--- src/rtl/frame_buffer_precheck_collector_pkg.sv ---
// Shared types and default widths for the frame-buffer pre-check collector slice.
package fb_precheck_pkg;

   localparam int PRECHECKLEN_DEFAULT = 8;
   localparam int ID_W                = 4;
   localparam int COLOUR_W            = 6;
   localparam int CNT_W               = 4;

   typedef enum logic {
      SYNC  = 1'b0,
      ACCUM = 1'b1
   } fsm_state_t;

   typedef struct packed {
      logic                valid;
      logic [ID_W-1:0]     id;
      logic [COLOUR_W-1:0] colour;
      logic [3:0]          slot;
   } precheck_hit_t;

endpackage

--- src/rtl/frame_buffer_precheck_collector_if.sv ---
// Bundle between the pre-check counter/entity hit source (master) and the collector (slave).
interface frame_buffer_precheck_collector_if #(
   parameter int ID_W     = fb_precheck_pkg::ID_W,
   parameter int COLOUR_W = fb_precheck_pkg::COLOUR_W,
   parameter int CNT_W    = fb_precheck_pkg::CNT_W
);
   logic [3:0]          buffer_counter;
   logic                buffer_reset;
   logic                hit_in;
   logic [ID_W-1:0]     hit_id;
   logic [COLOUR_W-1:0] hit_colour;

   logic                out_valid;
   logic                out_hit;
   logic [ID_W-1:0]     out_id;
   logic [COLOUR_W-1:0] out_colour;
   logic [3:0]          out_slot;
   logic [CNT_W-1:0]    out_hit_count;
   logic                out_collision;
   logic                overrun;

   modport master (
      output buffer_counter, buffer_reset, hit_in, hit_id, hit_colour,
      input  out_valid, out_hit, out_id, out_colour, out_slot,
             out_hit_count, out_collision, overrun
   );

   modport slave (
      input  buffer_counter, buffer_reset, hit_in, hit_id, hit_colour,
      output out_valid, out_hit, out_id, out_colour, out_slot,
             out_hit_count, out_collision, overrun
   );
endinterface

--- src/rtl/frame_buffer_precheck_collector_accumulator.sv ---
// First-hit capture and saturating hit counter for one pre-check window; clear wins over en.
module precheck_hit_accumulator
   import fb_precheck_pkg::*;
(
   input  logic                clk,
   input  logic                clear,
   input  logic                en,
   input  logic [ID_W-1:0]     hit_id,
   input  logic [COLOUR_W-1:0] hit_colour,
   input  logic [3:0]          slot,
   output precheck_hit_t       held_p0,
   output logic [CNT_W-1:0]    count_p0
);

   always_ff @(posedge clk) begin
      if (clear) begin
         held_p0  <= '0;
         count_p0 <= '0;
      end else if (en) begin
         // Lowest slot wins, so only the first hit of the window is kept.
         if (!held_p0.valid)
            held_p0 <= '{valid: 1'b1, id: hit_id, colour: hit_colour, slot: slot};
         if (count_p0 != '1)
            count_p0 <= count_p0 + 1'b1;
      end
   end

endmodule

--- src/rtl/frame_buffer_precheck_collector.sv ---
// Collects per-slot hits into one registered snapshot per window.
// Optional sticky protocol check enabled by PRECHECK_OVERRUN_DET_EN.
module frame_buffer_precheck_collector #(
   parameter int PRECHECKLEN = fb_precheck_pkg::PRECHECKLEN_DEFAULT,
   parameter int ID_W        = fb_precheck_pkg::ID_W,
   parameter int COLOUR_W    = fb_precheck_pkg::COLOUR_W,
   parameter int CNT_W       = fb_precheck_pkg::CNT_W
) (
   input logic                              clk,
   input logic                              reset,
   frame_buffer_precheck_collector_if.slave bus
);
   import fb_precheck_pkg::*;

   fsm_state_t       state;
   precheck_hit_t    acc_hit_p0;
   logic [CNT_W-1:0] acc_count_p0;
   logic             slot_valid;
   logic             commit;
   logic             accum_en;
   logic             acc_clear;

   assign slot_valid = bus.buffer_counter < 4'(PRECHECKLEN);
   assign commit     = (state == ACCUM) && bus.buffer_reset;
   // A hit arriving with the commit pulse is dropped; slot 0 counts on the SYNC exit cycle.
   assign accum_en   = bus.hit_in && slot_valid && !commit &&
                       ((state == ACCUM) || (bus.buffer_counter == 4'd0));
   assign acc_clear  = reset || commit;

   precheck_hit_accumulator u_acc (
      .clk        (clk),
      .clear      (acc_clear),
      .en         (accum_en),
      .hit_id     (bus.hit_id),
      .hit_colour (bus.hit_colour),
      .slot       (bus.buffer_counter),
      .held_p0    (acc_hit_p0),
      .count_p0   (acc_count_p0)
   );

   // Snapshot stage: outputs change only at a commit edge
   always_ff @(posedge clk) begin
      if (reset) begin
         state             <= SYNC;
         bus.out_valid     <= 1'b0;
         bus.out_hit       <= 1'b0;
         bus.out_id        <= '0;
         bus.out_colour    <= '0;
         bus.out_slot      <= '0;
         bus.out_hit_count <= '0;
         bus.out_collision <= 1'b0;
      end else begin
         bus.out_valid <= 1'b0;
         case (state)
            SYNC: begin
               if (bus.buffer_counter == 4'd0)
                  state <= ACCUM;
            end
            ACCUM: begin
               if (bus.buffer_reset) begin
                  bus.out_valid     <= 1'b1;
                  bus.out_hit       <= acc_hit_p0.valid;
                  bus.out_id        <= acc_hit_p0.id;
                  bus.out_colour    <= acc_hit_p0.colour;
                  bus.out_slot      <= acc_hit_p0.slot;
                  bus.out_hit_count <= acc_count_p0;
                  bus.out_collision <= acc_count_p0 >= CNT_W'(2);
               end
            end
            default: state <= SYNC;
         endcase
      end
   end

`ifdef PRECHECK_OVERRUN_DET_EN
   always_ff @(posedge clk) begin
      if (reset)
         bus.overrun <= 1'b0;
      else if ((bus.buffer_reset && (bus.buffer_counter != 4'(PRECHECKLEN))) ||
               (bus.buffer_counter > 4'(PRECHECKLEN)))
         bus.overrun <= 1'b1;
   end
`else
   assign bus.overrun = 1'b0;
`endif

endmodule
--- src/flat_wrapper.sv ---
// flat-port wrapper written by rule: the top's interface ports become plain ports
module frame_buffer_precheck_collector_flat import fb_precheck_pkg::*;
#(
   parameter int PRECHECKLEN = fb_precheck_pkg::PRECHECKLEN_DEFAULT,
   parameter int ID_W        = fb_precheck_pkg::ID_W,
   parameter int COLOUR_W    = fb_precheck_pkg::COLOUR_W,
   parameter int CNT_W       = fb_precheck_pkg::CNT_W
)
  (clk, reset, bus_buffer_counter, bus_buffer_reset, bus_hit_in, bus_hit_id, bus_hit_colour, bus_out_valid, bus_out_hit, bus_out_id, bus_out_colour, bus_out_slot, bus_out_hit_count, bus_out_collision, bus_overrun);
  frame_buffer_precheck_collector_if #(.ID_W(ID_W), .COLOUR_W(COLOUR_W), .CNT_W(CNT_W)) bus_i ();
  input logic clk;
  input logic reset;
  input wire logic [$bits(bus_i.buffer_counter)-1:0] bus_buffer_counter;
  input wire logic [$bits(bus_i.buffer_reset)-1:0] bus_buffer_reset;
  input wire logic [$bits(bus_i.hit_in)-1:0] bus_hit_in;
  input wire logic [$bits(bus_i.hit_id)-1:0] bus_hit_id;
  input wire logic [$bits(bus_i.hit_colour)-1:0] bus_hit_colour;
  output wire logic [$bits(bus_i.out_valid)-1:0] bus_out_valid;
  output wire logic [$bits(bus_i.out_hit)-1:0] bus_out_hit;
  output wire logic [$bits(bus_i.out_id)-1:0] bus_out_id;
  output wire logic [$bits(bus_i.out_colour)-1:0] bus_out_colour;
  output wire logic [$bits(bus_i.out_slot)-1:0] bus_out_slot;
  output wire logic [$bits(bus_i.out_hit_count)-1:0] bus_out_hit_count;
  output wire logic [$bits(bus_i.out_collision)-1:0] bus_out_collision;
  output wire logic [$bits(bus_i.overrun)-1:0] bus_overrun;
  assign bus_i.buffer_counter = bus_buffer_counter;
  assign bus_i.buffer_reset = bus_buffer_reset;
  assign bus_i.hit_in = bus_hit_in;
  assign bus_i.hit_id = bus_hit_id;
  assign bus_i.hit_colour = bus_hit_colour;
  assign bus_out_valid = bus_i.out_valid;
  assign bus_out_hit = bus_i.out_hit;
  assign bus_out_id = bus_i.out_id;
  assign bus_out_colour = bus_i.out_colour;
  assign bus_out_slot = bus_i.out_slot;
  assign bus_out_hit_count = bus_i.out_hit_count;
  assign bus_out_collision = bus_i.out_collision;
  assign bus_overrun = bus_i.overrun;
  frame_buffer_precheck_collector #(.PRECHECKLEN(PRECHECKLEN), .ID_W(ID_W), .COLOUR_W(COLOUR_W), .CNT_W(CNT_W)) u_core (.clk(clk), .reset(reset), .bus(bus_i));
endmodule
--- config.mk ---
export PLATFORM = sky130hd
export DESIGN_NAME = frame_buffer_precheck_collector_flat
export DESIGN_NICKNAME = d
export VERILOG_FILES = /design/src/rtl/frame_buffer_precheck_collector_pkg.sv /design/src/rtl/frame_buffer_precheck_collector_if.sv /design/src/rtl/frame_buffer_precheck_collector_accumulator.sv /design/src/rtl/frame_buffer_precheck_collector.sv /design/src/flat_wrapper.sv
export SDC_FILE = /design/constraint.sdc
export NUM_CORES = 1
export LEC_CHECK = 0
export BUFFER_PORTS_ARGS = -buffer_cell sky130_fd_sc_hd__buf_4
export CELL_PAD_IN_SITES_DETAIL_PLACEMENT = 1
export CELL_PAD_IN_SITES_GLOBAL_PLACEMENT = 1
export CORE_ASPECT_RATIO = 1.75
export CORE_UTILIZATION = 36
export CTS_BUF_LIST = sky130_fd_sc_hd__clkbuf_8
export DETAILED_ROUTE_END_ITERATION = 10
export GPL_TIMING_DRIVEN = 0
export PLACE_DENSITY = 0.73
export REMOVE_ABC_BUFFERS = 1
export SLEW_MARGIN = 40
export SYNTH_ARGS = -nofsm -noshare
export SYNTH_HDL_FRONTEND = slang
export SYNTH_HIERARCHICAL = 1
export SYNTH_SLANG_ARGS = --single-unit
--- constraint.sdc ---
create_clock -name clk -period 1.8 [get_ports clk]
set_input_delay 0.27 -clock clk [delete_from_list [all_inputs] [get_ports clk]]
set_output_delay 0.27 -clock clk [all_outputs]
set_load 0.01 [all_outputs]
==> impl_metrics.yaml <==
status:
  status: "complete, no violations"
clocking:
  numCtsBuffers: 5
  cts-root-buf: "clkbuf_8"
  clkTransAtPathRegs_ns: 0.07
  cts_sinks: 41
  cts_tree: "built"
  cts_hold_buf: 0
  clk_latency_ns: 0.29
  htreeDepth: 2
  clockBufferDepth: 2
finish:
  area_growth_pct: 35.61
  utilization_pct: 52.26
  nFillCells: 451
  diodes: 0
  layout-drive-gt1-share_pct: 33.69
  multiInputGateArea_um2: 601.8
  regArea_um2: 824.5
  final_net_count: 206
logic_synthesis:
  synth_top_cells_by_area: "dfxtp_1, a22o_1, nand2_1"
  syn_area_um2: 1426
  syn_inst: 144
  synth.distinct_cells: 25
  yosysMostFrequentCell: "dfxtp_1"
  ys_seq_elements: 41
  synthArstFlopShare_pct: 0
  yosys-top-cells-count: "dfxtp_1, nand2_1, a22o_1"
  ys_seq_area_share_pct: 57.54
  synth_top_area_share_pct: 57.54
  ys_warn_count: 6
  synthFlopType: "dfxtp_1"
  avgSynthCellArea_um2: 9.905
  synth_edf_count: 0
  yosysTopAreaCell: "dfxtp_1"
floorplanning:
  num_io_pins: 40
  fp.dieH_um: 85.27
  die_w_um: 49.58
  initial_core_util_pct: 38.54
  core_um2: 3701
  die_area_um2: 4228
  rows: 29
pwr:
  powerDensity_nw_per_um2: 888.1
  p_leak_nw: 0.7968
  ir_worst_vdd_uv: 630.8
  p_total_mw: 1.718
timing:
  hold_viol: 0
  drv_slew: 0
  tns_ns: 0
  period_share_pct: 95.96
  holdWs_ns: 0.1630
  fmax_mhz: 578.9
  finalSetupViolations: 0
  skew_ns: 0.007031
  finalCriticalPeriod_ns: 1.727
critical_path:
  startpoint_type: "register"
  rr_startpoint: "u_core/state"
  arrival_ns: 1.90
  end_kind: "register"
  timing.rr.end: "u_core/u_acc/count_p0[0]"
  crit_fanout: 8
  path_class: "register to register"
  rr_worst_depth: 4
  reg2reg_setup_slack_ns: 0.07
  cp_data_required_time_ns: 1.98
routing:
  ant_nets: 0
  wirelength_um: 3545
  drt-initial-drc-count: 23
  first_pass_iters: 4
  post-route-drc-count: 0
  num_vias: 1186
  via_per_inst: 5.090
  post_drt_wl_per_cell_um: 15.21
grt:
  grt_overflow: 0
  track_usage_pct: 17.62
  grt_pass1_vias: 1212
  grt_pass1_wl_um: 5623
  antenna_found_initial: 0
  grt_max_degree: 22
worst_hold_path:
  hold_path.class: "input pin to register"
  min_from: "reset"
  hold_end: "u_core/state"
  min_path_cells: 2
flow_run:
  cap_viol_max_count: 0
placement:
  io_buffers: 38
  place_congestion: 0.6800
  hpwl_um: 2337
[cells in the final DEF (no fill, tap or decap), types with 2 or more instances in the layout]
cell type	count
a21oi_1	16
a21oi_4	2
a22o_1	20
buf_4	41
buf_6	2
clkbuf_8	5
dfxtp_1	40
nand2_1	28
nand2b_1	4
nor2_1	3
[cell families after synthesis]
kind of cell,count (synthesis),share of synthesized area [%]
muxes,2,1.491
AOI/OAI and AO/OA,40,19.30
DFF,41,57.54
adders and majority gates,1,0.8771
other,1,0.2629
buffers and inverters,11,4.035
and+or+nand+nor,48,16.49
[area by class of cell]
cell class              count  share of cell area (%)
clock buffers               5                   3.558
repair inverters            1                  0.2587
repair buffers             43                   17.08
multi-input cells          93                   31.11
clock inverters             2                   1.811
inverters                   2                  0.5821
flip-flops and latches     41                   42.63
well taps                  46                   2.975
[layer usage]
layer  wire length, um  GRT usage, %  up-vias
met5                 0             0        -
li1                  -             -      581
met4                55         7.792        0
met1              1378         18.22      570
met3               141         5.018        6
met2              1969         31.94       29
[stage by stage]
stage	area [um^2]	setup slack, ns	std cells
3_3_place_gp	1719	-1.237	219
6_report	1934	0.07266	233
3_5_place_dp	1742	-0.3986	220
2_1_floorplan	1376	-0.2328	135
5_1_grt	1934	-0.01078	233
4_1_cts	1877	0.01727	228
[critical path: stages (launching register included)]
cell     delay, ns
dfxtp_4       0.37
or4_4         0.43
a21oi_4       0.28
nor2b_4       0.23
mux2_4        0.30
[worst max-delay path by stage]
stage	startpoint	end	slack (ns)	cells after the start
floorplan	u_core/state	u_core/u_acc/count_p0[1]	-0.23	4
global placement	bus_buffer_reset	u_core/u_acc/count_p0[1]	-1.24	5
detailed placement	bus_buffer_counter[1]	u_core/u_acc/held_p0[13]	-0.40	6
CTS	u_core/state	u_core/u_acc/held_p0[12]	0.02	5
global route	u_core/state	u_core/u_acc/count_p0[3]	-0.01	5
finish	u_core/state	u_core/u_acc/count_p0[0]	0.07	4
[timing repair]
item	4_1_cts	5_1_grt
resized for setup	6	7
cloned	0	2
setup endpoints to repair	17	17
pin swaps	1	3
setup buffers	1	2
[flip-flops by register name (all words and copies together), names as in the netlist]
name	flops
u_core/u_acc/count_p0	4
u_core/state	1
u_core/bus.out_hit	1
u_core/bus.out_collision	1
u_core/bus.out_colour	6
u_core/bus.out_valid	1
u_core/u_acc/held_p0	15
u_core/bus.out_slot	4
u_core/bus.out_hit_count	4
u_core/bus.out_id	4
[where the power goes]
group | total (mW) | switching [mW] | leakage (nW) | internal, mW
logic | 0.0928 | 0.0487 | 0.412 | 0.0442
clock network | 0.706 | 0.303 | 0.0540 | 0.403
registers | 0.919 | 0.00557 | 0.331 | 0.913
total | 1.72 | 0.358 | 0.797 | 1.36
Note: power is estimated with default switching activity, not from simulation.
